`src/rtl/cs_resolve_pipe_if.sv`:
```
// Handshake bundle for cs_resolve_pipe: carry-save input beat in, resolved binary beat out.
interface cs_resolve_pipe_if #(
  parameter int W = 32
);
  logic         in_valid;
  logic         in_ready;
  logic [W-1:0] in_sum;
  logic [W-1:0] in_carry;
  logic         out_valid;
  logic         out_ready;
  logic [W-1:0] out_data;
  logic         out_cout;

  modport slave (
    input  in_valid, in_sum, in_carry, out_ready,
    output in_ready, out_valid, out_data, out_cout
  );

  modport master (
    output in_valid, in_sum, in_carry, out_ready,
    input  in_ready, out_valid, out_data, out_cout
  );
endinterface

```
`src/rtl/cs_resolve_pipe.sv`:
```
// Pipelined carry-propagate adder turning (sum, carry) redundant form into binary, SEG bits per stage.
// Optional unsigned saturation on overflow when CS_RESOLVE_SAT_EN is defined.
module cs_resolve_pipe #(
  parameter int W   = 32,
  parameter int SEG = 8
) (
  input logic            clk,
  input logic            rst,
  cs_resolve_pipe_if.slave bus
);

  localparam int NSTG = W / SEG;

`ifdef CS_RESOLVE_SAT_EN
  localparam bit SAT_EN = 1'b1;
`else
  localparam bit SAT_EN = 1'b0;
`endif

  if (W % SEG != 0) begin : g_bad_seg
    $error("cs_resolve_pipe: W must be a multiple of SEG");
  end

  function automatic logic [SEG:0] seg_add(input logic [W-1:0] a, input logic [W-1:0] b,
                                           input logic c, input int idx);
    logic [SEG-1:0] sa;
    logic [SEG-1:0] sb;
    sa = a[idx*SEG +: SEG];
    sb = b[idx*SEG +: SEG];
    return {1'b0, sa} + {1'b0, sb} + {{SEG{1'b0}}, c};
  endfunction

  function automatic logic [W-1:0] put_seg(input logic [W-1:0] a, input logic [SEG-1:0] s,
                                           input int idx);
    logic [W-1:0] r;
    r = a;
    r[idx*SEG +: SEG] = s;
    return r;
  endfunction

  function automatic logic [W-1:0] sat_fn(input logic [W-1:0] d, input logic cout);
    return (SAT_EN && cout) ? {W{1'b1}} : d;
  endfunction

  // Inputs presented to stage k: src_*[0] is the bus, src_*[k] is stage k-1's register.
  logic [NSTG-1:0]        rdy;
  logic [NSTG-1:0]        vld_all;
  logic [NSTG-1:0]        src_v;
  logic [NSTG-1:0]        src_msb;
  logic [NSTG-1:0]        src_cin;
  logic [NSTG-1:0][W-1:0] src_acc;
  logic [NSTG-1:0][W-1:0] src_cry;

  assign src_v[0]   = bus.in_valid;
  assign src_acc[0] = bus.in_sum;
  assign src_cry[0] = {bus.in_carry[W-2:0], 1'b0};
  assign src_msb[0] = bus.in_carry[W-1];
  assign src_cin[0] = 1'b0;
  assign bus.in_ready = rdy[0];

  // A stage may load unless it and every stage after it is full while the sink stalls.
  always_comb begin
    logic full;
    full = 1'b1;
    rdy  = '0;
    for (int k = NSTG - 1; k >= 0; k--) begin
      full   = full & vld_all[k];
      rdy[k] = bus.out_ready | !full;
    end
  end

  for (genvar k = 0; k < NSTG; k++) begin : g_stg
    logic [SEG:0]  seg;
    logic          vld_p;
    logic [W-1:0]  acc_p;
    logic          cin_p;

    assign seg        = seg_add(src_acc[k], src_cry[k], src_cin[k], k);
    assign vld_all[k] = vld_p;

    if (k < NSTG - 1) begin : g_mid
      logic [W-1:0] cry_p;
      logic         msb_p;

      // ---- stage k boundary: segment k resolved, carry out forwarded ----
      always_ff @(posedge clk or posedge rst) begin
        if (rst) begin
          vld_p <= 1'b0;
          acc_p <= '0;
          cin_p <= 1'b0;
          cry_p <= '0;
          msb_p <= 1'b0;
        end else if (rdy[k]) begin
          vld_p <= src_v[k];
          if (src_v[k]) begin
            acc_p <= put_seg(src_acc[k], seg[SEG-1:0], k);
            cin_p <= seg[SEG];
            cry_p <= src_cry[k];
            msb_p <= src_msb[k];
          end
        end
      end

      assign src_v[k+1]   = vld_p;
      assign src_acc[k+1] = acc_p;
      assign src_cry[k+1] = cry_p;
      assign src_msb[k+1] = msb_p;
      assign src_cin[k+1] = cin_p;
    end else begin : g_last
      logic cout;

      // Overflow covers both the adder carry-out and the carry bit shifted past W-1.
      assign cout = seg[SEG] | src_msb[k];

      // ---- final stage boundary: output register ----
      always_ff @(posedge clk or posedge rst) begin
        if (rst) begin
          vld_p <= 1'b0;
          acc_p <= '0;
          cin_p <= 1'b0;
        end else if (rdy[k]) begin
          vld_p <= src_v[k];
          if (src_v[k]) begin
            acc_p <= sat_fn(put_seg(src_acc[k], seg[SEG-1:0], k), cout);
            cin_p <= cout;
          end
        end
      end

      assign bus.out_valid = vld_p;
      assign bus.out_data  = acc_p;
      assign bus.out_cout  = cin_p;
    end
  end

endmodule

```
`src/flat_wrapper.sv`:
```
// flat-port wrapper written by rule: the top's interface ports become plain ports
module cs_resolve_pipe_flat 
#(
  parameter int W   = 32,
  parameter int SEG = 8
)
  (clk, rst, bus_in_valid, bus_in_sum, bus_in_carry, bus_out_ready, bus_in_ready, bus_out_valid, bus_out_data, bus_out_cout);
  cs_resolve_pipe_if #(.W(W)) bus_i ();
  input logic clk;
  input logic rst;
  input wire logic [$bits(bus_i.in_valid)-1:0] bus_in_valid;
  input wire logic [$bits(bus_i.in_sum)-1:0] bus_in_sum;
  input wire logic [$bits(bus_i.in_carry)-1:0] bus_in_carry;
  input wire logic [$bits(bus_i.out_ready)-1:0] bus_out_ready;
  output wire logic [$bits(bus_i.in_ready)-1:0] bus_in_ready;
  output wire logic [$bits(bus_i.out_valid)-1:0] bus_out_valid;
  output wire logic [$bits(bus_i.out_data)-1:0] bus_out_data;
  output wire logic [$bits(bus_i.out_cout)-1:0] bus_out_cout;
  assign bus_i.in_valid = bus_in_valid;
  assign bus_i.in_sum = bus_in_sum;
  assign bus_i.in_carry = bus_in_carry;
  assign bus_i.out_ready = bus_out_ready;
  assign bus_in_ready = bus_i.in_ready;
  assign bus_out_valid = bus_i.out_valid;
  assign bus_out_data = bus_i.out_data;
  assign bus_out_cout = bus_i.out_cout;
  cs_resolve_pipe #(.W(W), .SEG(SEG)) u_core (.clk(clk), .rst(rst), .bus(bus_i));
endmodule
```
`config.mk`:
```
export PLATFORM = sky130hd
export DESIGN_NAME = cs_resolve_pipe_flat
export DESIGN_NICKNAME = d
export VERILOG_FILES = /design/src/rtl/cs_resolve_pipe_if.sv /design/src/rtl/cs_resolve_pipe.sv /design/src/flat_wrapper.sv
export SDC_FILE = /design/constraint.sdc
export NUM_CORES = 1
export LEC_CHECK = 0
export ABC_AREA = 1
export BUFFER_PORTS_ARGS = -buffer_cell sky130_fd_sc_hd__buf_2
export CAP_MARGIN = 20
export CORE_MARGIN = 1
export CORE_UTILIZATION = 50
export DETAILED_ROUTE_END_ITERATION = 8
export PLACE_DENSITY = 0.83
export RECOVER_POWER = 100
export SETUP_SLACK_MARGIN = 0.3
export SYNTH_ARGS = -nofsm -noshare
export SYNTH_HDL_FRONTEND = slang
export SYNTH_SLANG_ARGS = --single-unit
export TNS_END_PERCENT = 30
```
`constraint.sdc`:
```
create_clock -name clk -period 5.8 [get_ports clk]
set_input_delay 0.58 -clock clk [delete_from_list [all_inputs] [get_ports clk]]
set_output_delay 0.58 -clock clk [all_outputs]
set_load 0.005 [all_outputs]
```
==> results.py, run 1 <==
metrics = {
    "run_status": {
        "status": "complete, but fails checks",
        "failed_checks": "max-capacitance violations, max-slew violations",
    },
    "clock_tree": {
        "clkSinkCount": 187,
        "cts_resized": 0,
        "cts_inserted_buffers": 17,
        "cts_buffer_depth": 2,
        "path_clk_slew_ns": 0.06,
        "holdBufCountCts": 0,
        "clockRootBuffer": "clkbuf_16",
        "cts_tree": "built",
        "h-tree-depth": 4,
        "post_cts.repair.setup_buffers": 0,
        "clk_latency_ns": 0.43,
    },
    "route": {
        "viasPerCell": 4.91,
        "final_antenna_net_count": 0,
        "drtPass1Iterations": 5,
        "vias": 6310,
        "finalWirelength_um": 17000,
        "route.detailed.drc": 0,
        "wire_per_inst_um": 13.2,
        "drt_iter0_markers": 369,
    },
    "floorplan": {
        "core_area_sq_um": 16500,
        "pin_count": 103,
        "initial_core_util": 0.509,
        "die_area_sq_um": 17300,
        "die_x_um": 132,
        "rows": 47,
        "die_h_um": 132,
    },
    "worst_setup_path": {
        "cp.arrival_ns": 3.89,
        "start_kind": "flip-flop",
        "worstPathRequired_ns": 6.11,
        "critPathCaptureType": "flip-flop",
        "crit_top_cell": "inv_1",
        "r2r_setup_slack_ns": 2.22,
        "crit_family": "simple AND/OR/NAND/NOR gates",
        "crit_path_max_fanout": 51,
        "crit_chain": "inv_1 -> nor2_1 -> nand3_1 -> nand2_1 -> inv_1 -> o21ai_0",
        "crit_buf_inv": 2,
        "criticalPathCategory": "flip-flop to flip-flop",
        "slowest_delay_ns": 1.10,
        "slowest_stage": "inv_1",
    },
    "grt": {
        "grt.overflow.total": 0,
        "grt_pass1_vias": 6292,
        "grt_usage": 0.209,
        "grt_pass1_wl_um": 28800,
        "antenna_found_initial": 0,
        "grt_max_degree": 188,
    },
    "timing": {
        "max_freq_mhz": 280,
        "finalCritPeriodShare": 0.617,
        "setup-tns-final_ns": 0,
        "period_needed_ns": 3.58,
        "whs_ns": 0.348,
        "slew_headroom": -0.561,
        "final-setup-viol-count": 0,
        "fin_ws_ns": 2.22,
        "final_hold_viol_count": 0,
        "fin_skew_ns": 0.00515,
        "maxSlewViolCount": 38,
        "rsz0062_at_grt": "no",
        "worst_slew_pin_slew_ns": 2.33,
    },
    "power_and_ir_drop": {
        "combPwrFrac": 0.278,
        "p_sw_frac": 0.338,
        "powerDensity_nw_per_um2": 443,
        "ir_drop_mv": 0.267,
        "intPower_w": 0.00278,
        "pwr-share-clk": 0.266,
        "p_leak_nw": 5.11,
        "share_seq_of_total_power": 0.456,
        "power.switching_w": 0.00142,
    },
    "yosys": {
        "synth_top_area_frac": 0.556,
        "yosys_warnings": 0,
        "ys_ff_latch": 187,
        "synth_fp_nets": 1068,
        "synth_area_sq_um": 8410,
        "synthTopCellsByArea": "dfrtp_1, nand2_1, o21ai_0",
        "synth_area_leader_cell": "dfrtp_1",
        "seq_area_frac_synth": 0.556,
        "postSynthCellCount": 965,
        "avgSynthCellArea_sq_um": 8.72,
        "synth_cell_types": 27,
    },
    "run": {
        "drv_cap": 1,
    },
    "finish": {
        "mostFrequentLayoutCell": "nand2_1",
        "layout_common_cells": "nand2_1, dfrtp_1, o21ai_0",
        "design_area_sq_um": 9500,
        "num-nets-final": 1155,
        "final_util": 0.575,
        "insertedDiodeCount": 0,
        "area_growth_pct": 12.9,
        "drive_gt1_frac": 0.130,
    },
    "placed_design": {
        "placed_cell_area_sq_um": 9000,
        "dp_hpwl_um": 11600,
        "portBuffers": 102,
        "gp_congestion": 0.834,
        "place_ws_ns": 3.15,
    },
    "hold_path": {
        "hold_path_class": "primary input to flip-flop",
    },
}
[metrics by stage]
stage,power (W),std cells
final,0.00420,1285
after global routing,0.00450,1285
after CTS,0.00425,1285
after detailed placement,0.00312,1253
after global placement,0.00306,1253
after floorplan,0.00274,965
[per-layer routing]
layer,wire length (um),vias up,global-route usage
met2,8280,130,0.351
met3,564,26,0.0359
met4,373,0,0.0891
met5,0,-,0
li1,-,3190,-
met1,7750,2964,0.267
[state kept, by name (all words and copies together), names as in the netlist]
| signal | flops |
|---|---|
| u_core.g_stg.g_mid.msb_p | 3 |
| u_core.bus.out_data | 32 |
| u_core.g_stg.g_mid.cry_p | 48 |
| u_core.g_stg.acc_p | 96 |
| u_core.g_stg.cin_p | 3 |
| u_core.bus.out_valid | 1 |
| u_core.bus.out_cout | 1 |
| u_core.g_stg.vld_p | 3 |
[cell families after synthesis]
group / share of synthesized area
AND/OR/NAND/NOR: 0.234
flip-flops: 0.556
AO/OA/AOI/OAI: 0.0806
buffers and inverters: 0.0674
adder cells (fa/ha/maj): 0.0583
XOR/XNOR: 0.00312
[cell usage after synthesis, drive strengths merged]
cell	instances
nand2	410
dfrtp	187
o21ai	104
inv	89
nand3	36
buf	31
ha	28
nor2	25
a21oi	17
or2	9
nand3b	8
fa	7
clkbuf	5
xor2	3
o21bai	2
o22ai	2
and2	1
nand4	1
[worst paths after layout]
path	start	to	cells past startpoint
setup / recovery	u_core.bus.out_valid$_DFFE_PP0N_	u_core.g_stg[1].g_mid.cry_p[25]$_DFFE_PP0P_	6
hold / removal	bus_in_sum[13]	u_core.g_stg[0].acc_p[13]$_DFFE_PP0P_	3
hold reg to reg	u_core.bus.out_data[24]$_DFFE_PP0P_	u_core.bus.out_data[24]$_DFFE_PP0P_	2
max in group asynchronous	rst	u_core.g_stg[0].acc_p[22]$_DFFE_PP0P_	3
min in group asynchronous	rst	u_core.bus.out_data[0]$_DFFE_PP0P_	3
setup reg to reg	u_core.bus.out_valid$_DFFE_PP0N_	u_core.g_stg[1].g_mid.cry_p[25]$_DFFE_PP0P_	6
[final cells by class]
class | instances | area (sq um)
Clock inverter | 9 | 88.8
Sequential cell | 187 | 4680
Inverter | 89 | 335
Fill cell | 1440 | 7030
Timing Repair Buffer | 104 | 527
Multi-Input combinational cell | 653 | 3100
Tap cell | 220 | 275
Clock buffer | 23 | 488
[tightest hold or removal path, delay by kind of cell]
family | cells | cell delay [ns]
buffers and inverters | 1 | 0.07
AND/OR/NAND/NOR | 2 | 0.09
[power by group through the flow]
stage	Combinational [W]	Sequential, W	Clock, W
after global placement	0.00114	0.00192	0
after floorplan	0.000855	0.00188	0
after detailed placement	0.00118	0.00194	0
after CTS	0.00120	0.00192	0.00114
final	0.00117	0.00192	0.00112
after global routing	0.00136	0.00196	0.00119
Power figures use the tool's default switching activity.
==> run 2: changes to the inputs <==
- clock period: 5.8 -> 3.23 ns (I/O delays scaled with it)
==> results.py, run 2 (synthesis gave the netlist of run 1 again) <==
metrics = {
    "grt": {
        "grt.overflow.total": 0,
        "antenna_found_initial": 0,
        "grt_pass1_vias": 6360,
        "grt_max_degree": 75,
        "grt_pass1_wl_um": 30200,
        "grt_usage": 0.219,
    },
    "floorplan": {
        "rows": 47,
        "die_area_sq_um": 17300,
        "die_h_um": 132,
        "die_x_um": 132,
        "core_area_sq_um": 16500,
        "initial_core_util": 0.509,
        "pin_count": 103,
    },
    "run": {
        "drv_cap": 0,
    },
    "finish": {
        "insertedDiodeCount": 0,
        "num-nets-final": 1160,
        "design_area_sq_um": 9580,
        "layout_common_cells": "nand2_1, dfrtp_1, o21ai_0",
        "drive_gt1_frac": 0.128,
        "multi_input_area_sq_um": 3110,
        "nFillCells": 1389,
        "area_growth_pct": 13.8,
        "final_util": 0.580,
        "regArea_sq_um": 4680,
        "mostFrequentLayoutCell": "nand2_1",
        "regMostFlops": "u_core.g_stg.acc_p",
        "largest_reg_flops": 96,
    },
    "route": {
        "route.detailed.drc": 0,
        "wl_met2_um": 9070,
        "drt-met1-wl_um": 7970,
        "wl_met3_um": 663,
        "final_antenna_net_count": 0,
        "drt_iter0_markers": 516,
        "drtPass1Iterations": 5,
        "finalWirelength_um": 18100,
        "viasPerCell": 5.06,
        "wire_per_inst_um": 14.1,
        "vias": 6528,
        "highest_layer": "met4",
    },
    "placed_design": {
        "gp_congestion": 0.815,
        "placed_cell_area_sq_um": 9080,
        "dp_hpwl_um": 12100,
        "portBuffers": 102,
    },
    "run_status": {
        "status": "finished clean",
    },
    "worst_setup_path": {
        "worstPathRequired_ns": 3.56,
        "criticalPathCategory": "flip-flop to flip-flop",
        "crit_path_start": "u_core.bus.out_valid$_DFFE_PP0N_",
        "critPathCaptureType": "flip-flop",
        "cp.arrival_ns": 2.68,
        "r2r_start": "u_core.bus.out_valid$_DFFE_PP0N_",
        "start_kind": "flip-flop",
        "crit_path_max_fanout": 40,
    },
    "timing": {
        "period_needed_ns": 2.35,
        "worst_slew_pin_slew_ns": 1.44,
        "slew_headroom": 0.0326,
        "max_freq_mhz": 425,
        "fin_skew_ns": 0.00683,
        "finalCritPeriodShare": 0.728,
        "final_hold_viol_count": 0,
        "rsz0062_at_grt": "no",
        "setup-tns-final_ns": 0,
        "final-setup-viol-count": 0,
        "maxSlewViolCount": 0,
    },
    "power_and_ir_drop": {
        "power.switching_w": 0.00262,
        "p_leak_nw": 5.12,
        "powerDensity_nw_per_um2": 806,
        "pwr-share-clk": 0.276,
        "combPwrFrac": 0.278,
        "ir_drop_mv": 0.497,
        "share_seq_of_total_power": 0.446,
        "p_sw_frac": 0.340,
        "intPower_w": 0.00510,
    },
    "clock_tree": {
        "cts_buffer_depth": 2,
        "cts_tree": "built",
        "cts_inserted_buffers": 17,
        "h-tree-depth": 4,
        "holdBufCountCts": 0,
        "clkSinkCount": 187,
        "clockRootBuffer": "clkbuf_16",
        "cts_resized": 0,
        "post_cts.repair.setup_buffers": 0,
        "clk_latency_ns": 0.43,
        "path_clk_slew_ns": 0.07,
    },
    "hold_path": {
        "worstHoldStart": "bus_in_sum[12]",
        "hold_path_class": "primary input to flip-flop",
    },
}
[run 2: changes by cell type in the layout (fill, tap and decap cells not counted), moves of 3 or more]
cell | previous run | this run
clkbuf_1 | 10 | 19
clkbuf_8 | 4 | 1
buf_2 | 93 | 85
clkbuf_2 | 0 | 3
[run 2: power by group through the flow]
stage / sequential, W / combinational [W] / clock (W)
2_1_floorplan: 0.00338 / 0.00153 / 0
3_3_place_gp: 0.00344 / 0.00206 / 0
3_5_place_dp: 0.00346 / 0.00215 / 0
4_1_cts: 0.00344 / 0.00221 / 0.00215
5_1_grt: 0.00351 / 0.00249 / 0.00224
6_report: 0.00344 / 0.00215 / 0.00213
[run 2: area by class of cell]
type	instances	area share
multi-input combinational	653	0.324
clock inverter	12	0.0171
sequential	187	0.489
inverter	89	0.0350
clock buffer	20	0.0466
timing repair buffer	109	0.0597
tap	220	0.0287
[run 2: through the flow]
step,power (W),hold slack [ns],worst slack (ns),cells
2_1_floorplan,0.00492,0.432,0.501,965
3_3_place_gp,0.00550,0.450,1.41,1258
3_5_place_dp,0.00561,0.452,1.36,1258
4_1_cts,0.00780,0.0354,1.30,1290
5_1_grt,0.00824,0.0905,0.669,1290
6_report,0.00772,0.0880,0.877,1290
[run 2: layer usage]
layer,up-vias,GRT usage
met5,-,0
met4,0,0.0904
met2,158,0.372
met3,33,0.0409
li1,3204,-
met1,3133,0.276
[run 2: critical path, stage by stage, from the launching register on]
cell and delay [ns]:
dfrtp_1 0.38, inv_1 0.07, nor2_1 0.07, nand3_1 0.16, nor2_2 0.06, nor2_2 0.99
buf_12 0.31, nand2_1 0.09, o21ai_0 0.11
[run 2: final timing paths]
| kind | endpoint | slack (ns) | cells after the start |
|---|---|---|---|
| max | u_core.g_stg[0].acc_p[25]$_DFFE_PP0P_ | 0.88 | 8 |
| max in group asynchronous | u_core.g_stg[0].g_mid.cry_p[18]$_DFFE_PP0P_ | 1.33 | 3 |
| max reg2reg | u_core.g_stg[0].acc_p[25]$_DFFE_PP0P_ | 0.88 | 8 |
| min reg2reg | u_core.g_stg[1].g_mid.cry_p[31]$_DFFE_PP0P_ | 0.46 | 2 |
| min in group asynchronous | u_core.bus.out_data[2]$_DFFE_PP0P_ | 0.21 | 2 |
| min | u_core.g_stg[0].acc_p[12]$_DFFE_PP0P_ | 0.09 | 3 |
==> run 3: changes to the inputs <==
- clock period: 3.23 -> 1.9 ns (I/O delays scaled with it)
==> results.py, run 3 (synthesis gave the netlist of run 1 again) <==
metrics = {
    "run_status": {
        "status": "finished clean",
    },
    "worst_setup_path": {
        "ff2ff_path_depth": 10,
        "critPathCaptureType": "flip-flop",
        "criticalPathCategory": "flip-flop to flip-flop",
        "start_kind": "flip-flop",
        "cp.arrival_ns": 2.15,
        "crit_path_max_fanout": 3,
        "worstPathRequired_ns": 2.27,
    },
    "hold_path": {
        "whs_path_depth": 3,
        "hold_path_class": "primary input to flip-flop",
    },
    "clock_tree": {
        "cts_tree": "built",
        "h-tree-depth": 4,
        "path_clk_slew_ns": 0.07,
        "clockRootBuffer": "clkbuf_16",
        "clkSinkCount": 187,
        "clk_latency_ns": 0.43,
        "cts_inserted_buffers": 17,
        "cts_buffer_depth": 2,
    },
    "placed_design": {
        "portBuffers": 102,
        "placed_cell_area_sq_um": 9120,
        "gp_congestion": 0.868,
        "dp_hpwl_um": 11800,
    },
    "grt": {
        "grt_max_degree": 96,
        "grt_pass1_vias": 6497,
        "grt.overflow.total": 0,
        "grt_usage": 0.223,
        "grt_pass1_wl_um": 30800,
        "antenna_found_initial": 0,
    },
    "floorplan": {
        "pin_count": 103,
        "die_h_um": 132,
        "die_area_sq_um": 17300,
        "die_x_um": 132,
        "core_area_sq_um": 16500,
        "rows": 47,
        "initial_core_util": 0.509,
    },
    "finish": {
        "insertedDiodeCount": 0,
        "num-nets-final": 1223,
        "largest_reg_flops": 96,
        "drive_gt1_frac": 0.141,
        "final_util": 0.615,
        "area_growth_pct": 20.8,
        "regMostFlops": "u_core.g_stg.acc_p",
        "design_area_sq_um": 10200,
        "mostFrequentLayoutCell": "nand2_1",
        "layout_common_cells": "nand2_1, dfrtp_1, o21ai_0",
    },
    "timing": {
        "max_freq_mhz": 563,
        "finalCritPeriodShare": 0.935,
        "whs_ns": 0.00781,
        "final-setup-viol-count": 0,
        "final_hold_viol_count": 0,
        "period_needed_ns": 1.78,
        "worst_slew_pin_slew_ns": 1.24,
        "fin_skew_ns": 0.00856,
        "rsz0062_at_grt": "yes",
        "setup-tns-final_ns": 0,
        "slew_headroom": 0.171,
        "maxSlewViolCount": 0,
    },
    "route": {
        "finalWirelength_um": 17900,
        "route.detailed.drc": 0,
        "wire_per_inst_um": 13.2,
        "viasPerCell": 4.94,
        "drtPass1Iterations": 5,
        "drt_iter0_markers": 453,
        "vias": 6678,
        "final_antenna_net_count": 0,
    },
    "power_and_ir_drop": {
        "p_total_w": 0.0131,
        "p_leak_nw": 5.36,
        "powerDensity_nw_per_um2": 1290,
        "ir_drop_mv": 0.853,
    },
    "run": {
        "drv_cap": 0,
    },
}
-- run 3: cell types whose count changed in the layout (fill, tap and decap cells not counted), moves of 5 or more --
cell,previous run,this run
dlygate4sd3_1,0,51
nand2_1,409,403
o21ai_0,103,97
inv_1,88,83
clkbuf_1,19,24
clkbuf_4,0,5
nand2_2,1,7
buf_4,1,10
-- run 3: layer usage --
metal  track usage  vias up  wire length (um)
li1              -     3327                 -
met1         0.284     3158              7890
met5             0        -                 0
met4         0.105        0               474
met3        0.0428       38               621
met2         0.369      155              8870
-- run 3: what timing repair did --
item / in CTS / in global routing
pin swaps: 5 / 6
hold endpoints to repair: 237 / 0
setup buffers: 5 / 3
resized for setup: 16 / 14
setup endpoints to repair: 19 / 55
hold buffers: 51 / 0
-- run 3: worst paths after layout --
kind | start | to | slack [ns]
max | u_core.g_stg[2].cin_p$_DFFE_PP0P_ | u_core.bus.out_cout$_DFFE_PP0P_ | 0.12
min | bus_in_sum[30] | u_core.g_stg[0].acc_p[30]$_DFFE_PP0P_ | 0.008
max reg2reg | u_core.g_stg[2].cin_p$_DFFE_PP0P_ | u_core.bus.out_cout$_DFFE_PP0P_ | 0.12
min reg2reg | u_core.bus.out_data[21]$_DFFE_PP0P_ | u_core.bus.out_data[21]$_DFFE_PP0P_ | 0.47
max in group asynchronous | rst | u_core.g_stg[1].acc_p[20]$_DFFE_PP0P_ | 0.33
min in group asynchronous | rst | u_core.bus.out_data[1]$_DFFE_PP0P_ | 0.76
-- run 3: through the flow --
step	cells	setup slack [ns]
after global placement	1262	0.0726
after global routing	1352	0.0336
final	1352	0.123
after floorplan	965	-0.696
after CTS	1349	0.149
after detailed placement	1262	0.0461
-- run 3: worst max-delay path, cell delays in order (launching register included) --
cell      delay [ns]
dfrtp_1         0.40
fa_1            0.23
clkinv_1        0.09
fa_1            0.38
clkinv_1        0.07
nand2_2         0.05
a21oi_1         0.21
nand2_1         0.08
nand3_1         0.09
nand2_1         0.06
nand2_1         0.06
-- run 3: cell type report --
type                       count  area (sq um)
sequential                   187          4680
multi-input combinational    653          3160
tap                          220           275
clock buffer                  22           484
fill                        1371          6360
inverter                      89           340
timing repair buffer         172          1140
clock inverter                 9          85.1
-- run 3: power breakdown --
| part | switching, W | internal (W) |
|---|---|---|
| Clock | 0.00149 | 0.00194 |
| Combinational | 0.00233 | 0.00152 |
| Sequential | 0.000682 | 0.00518 |
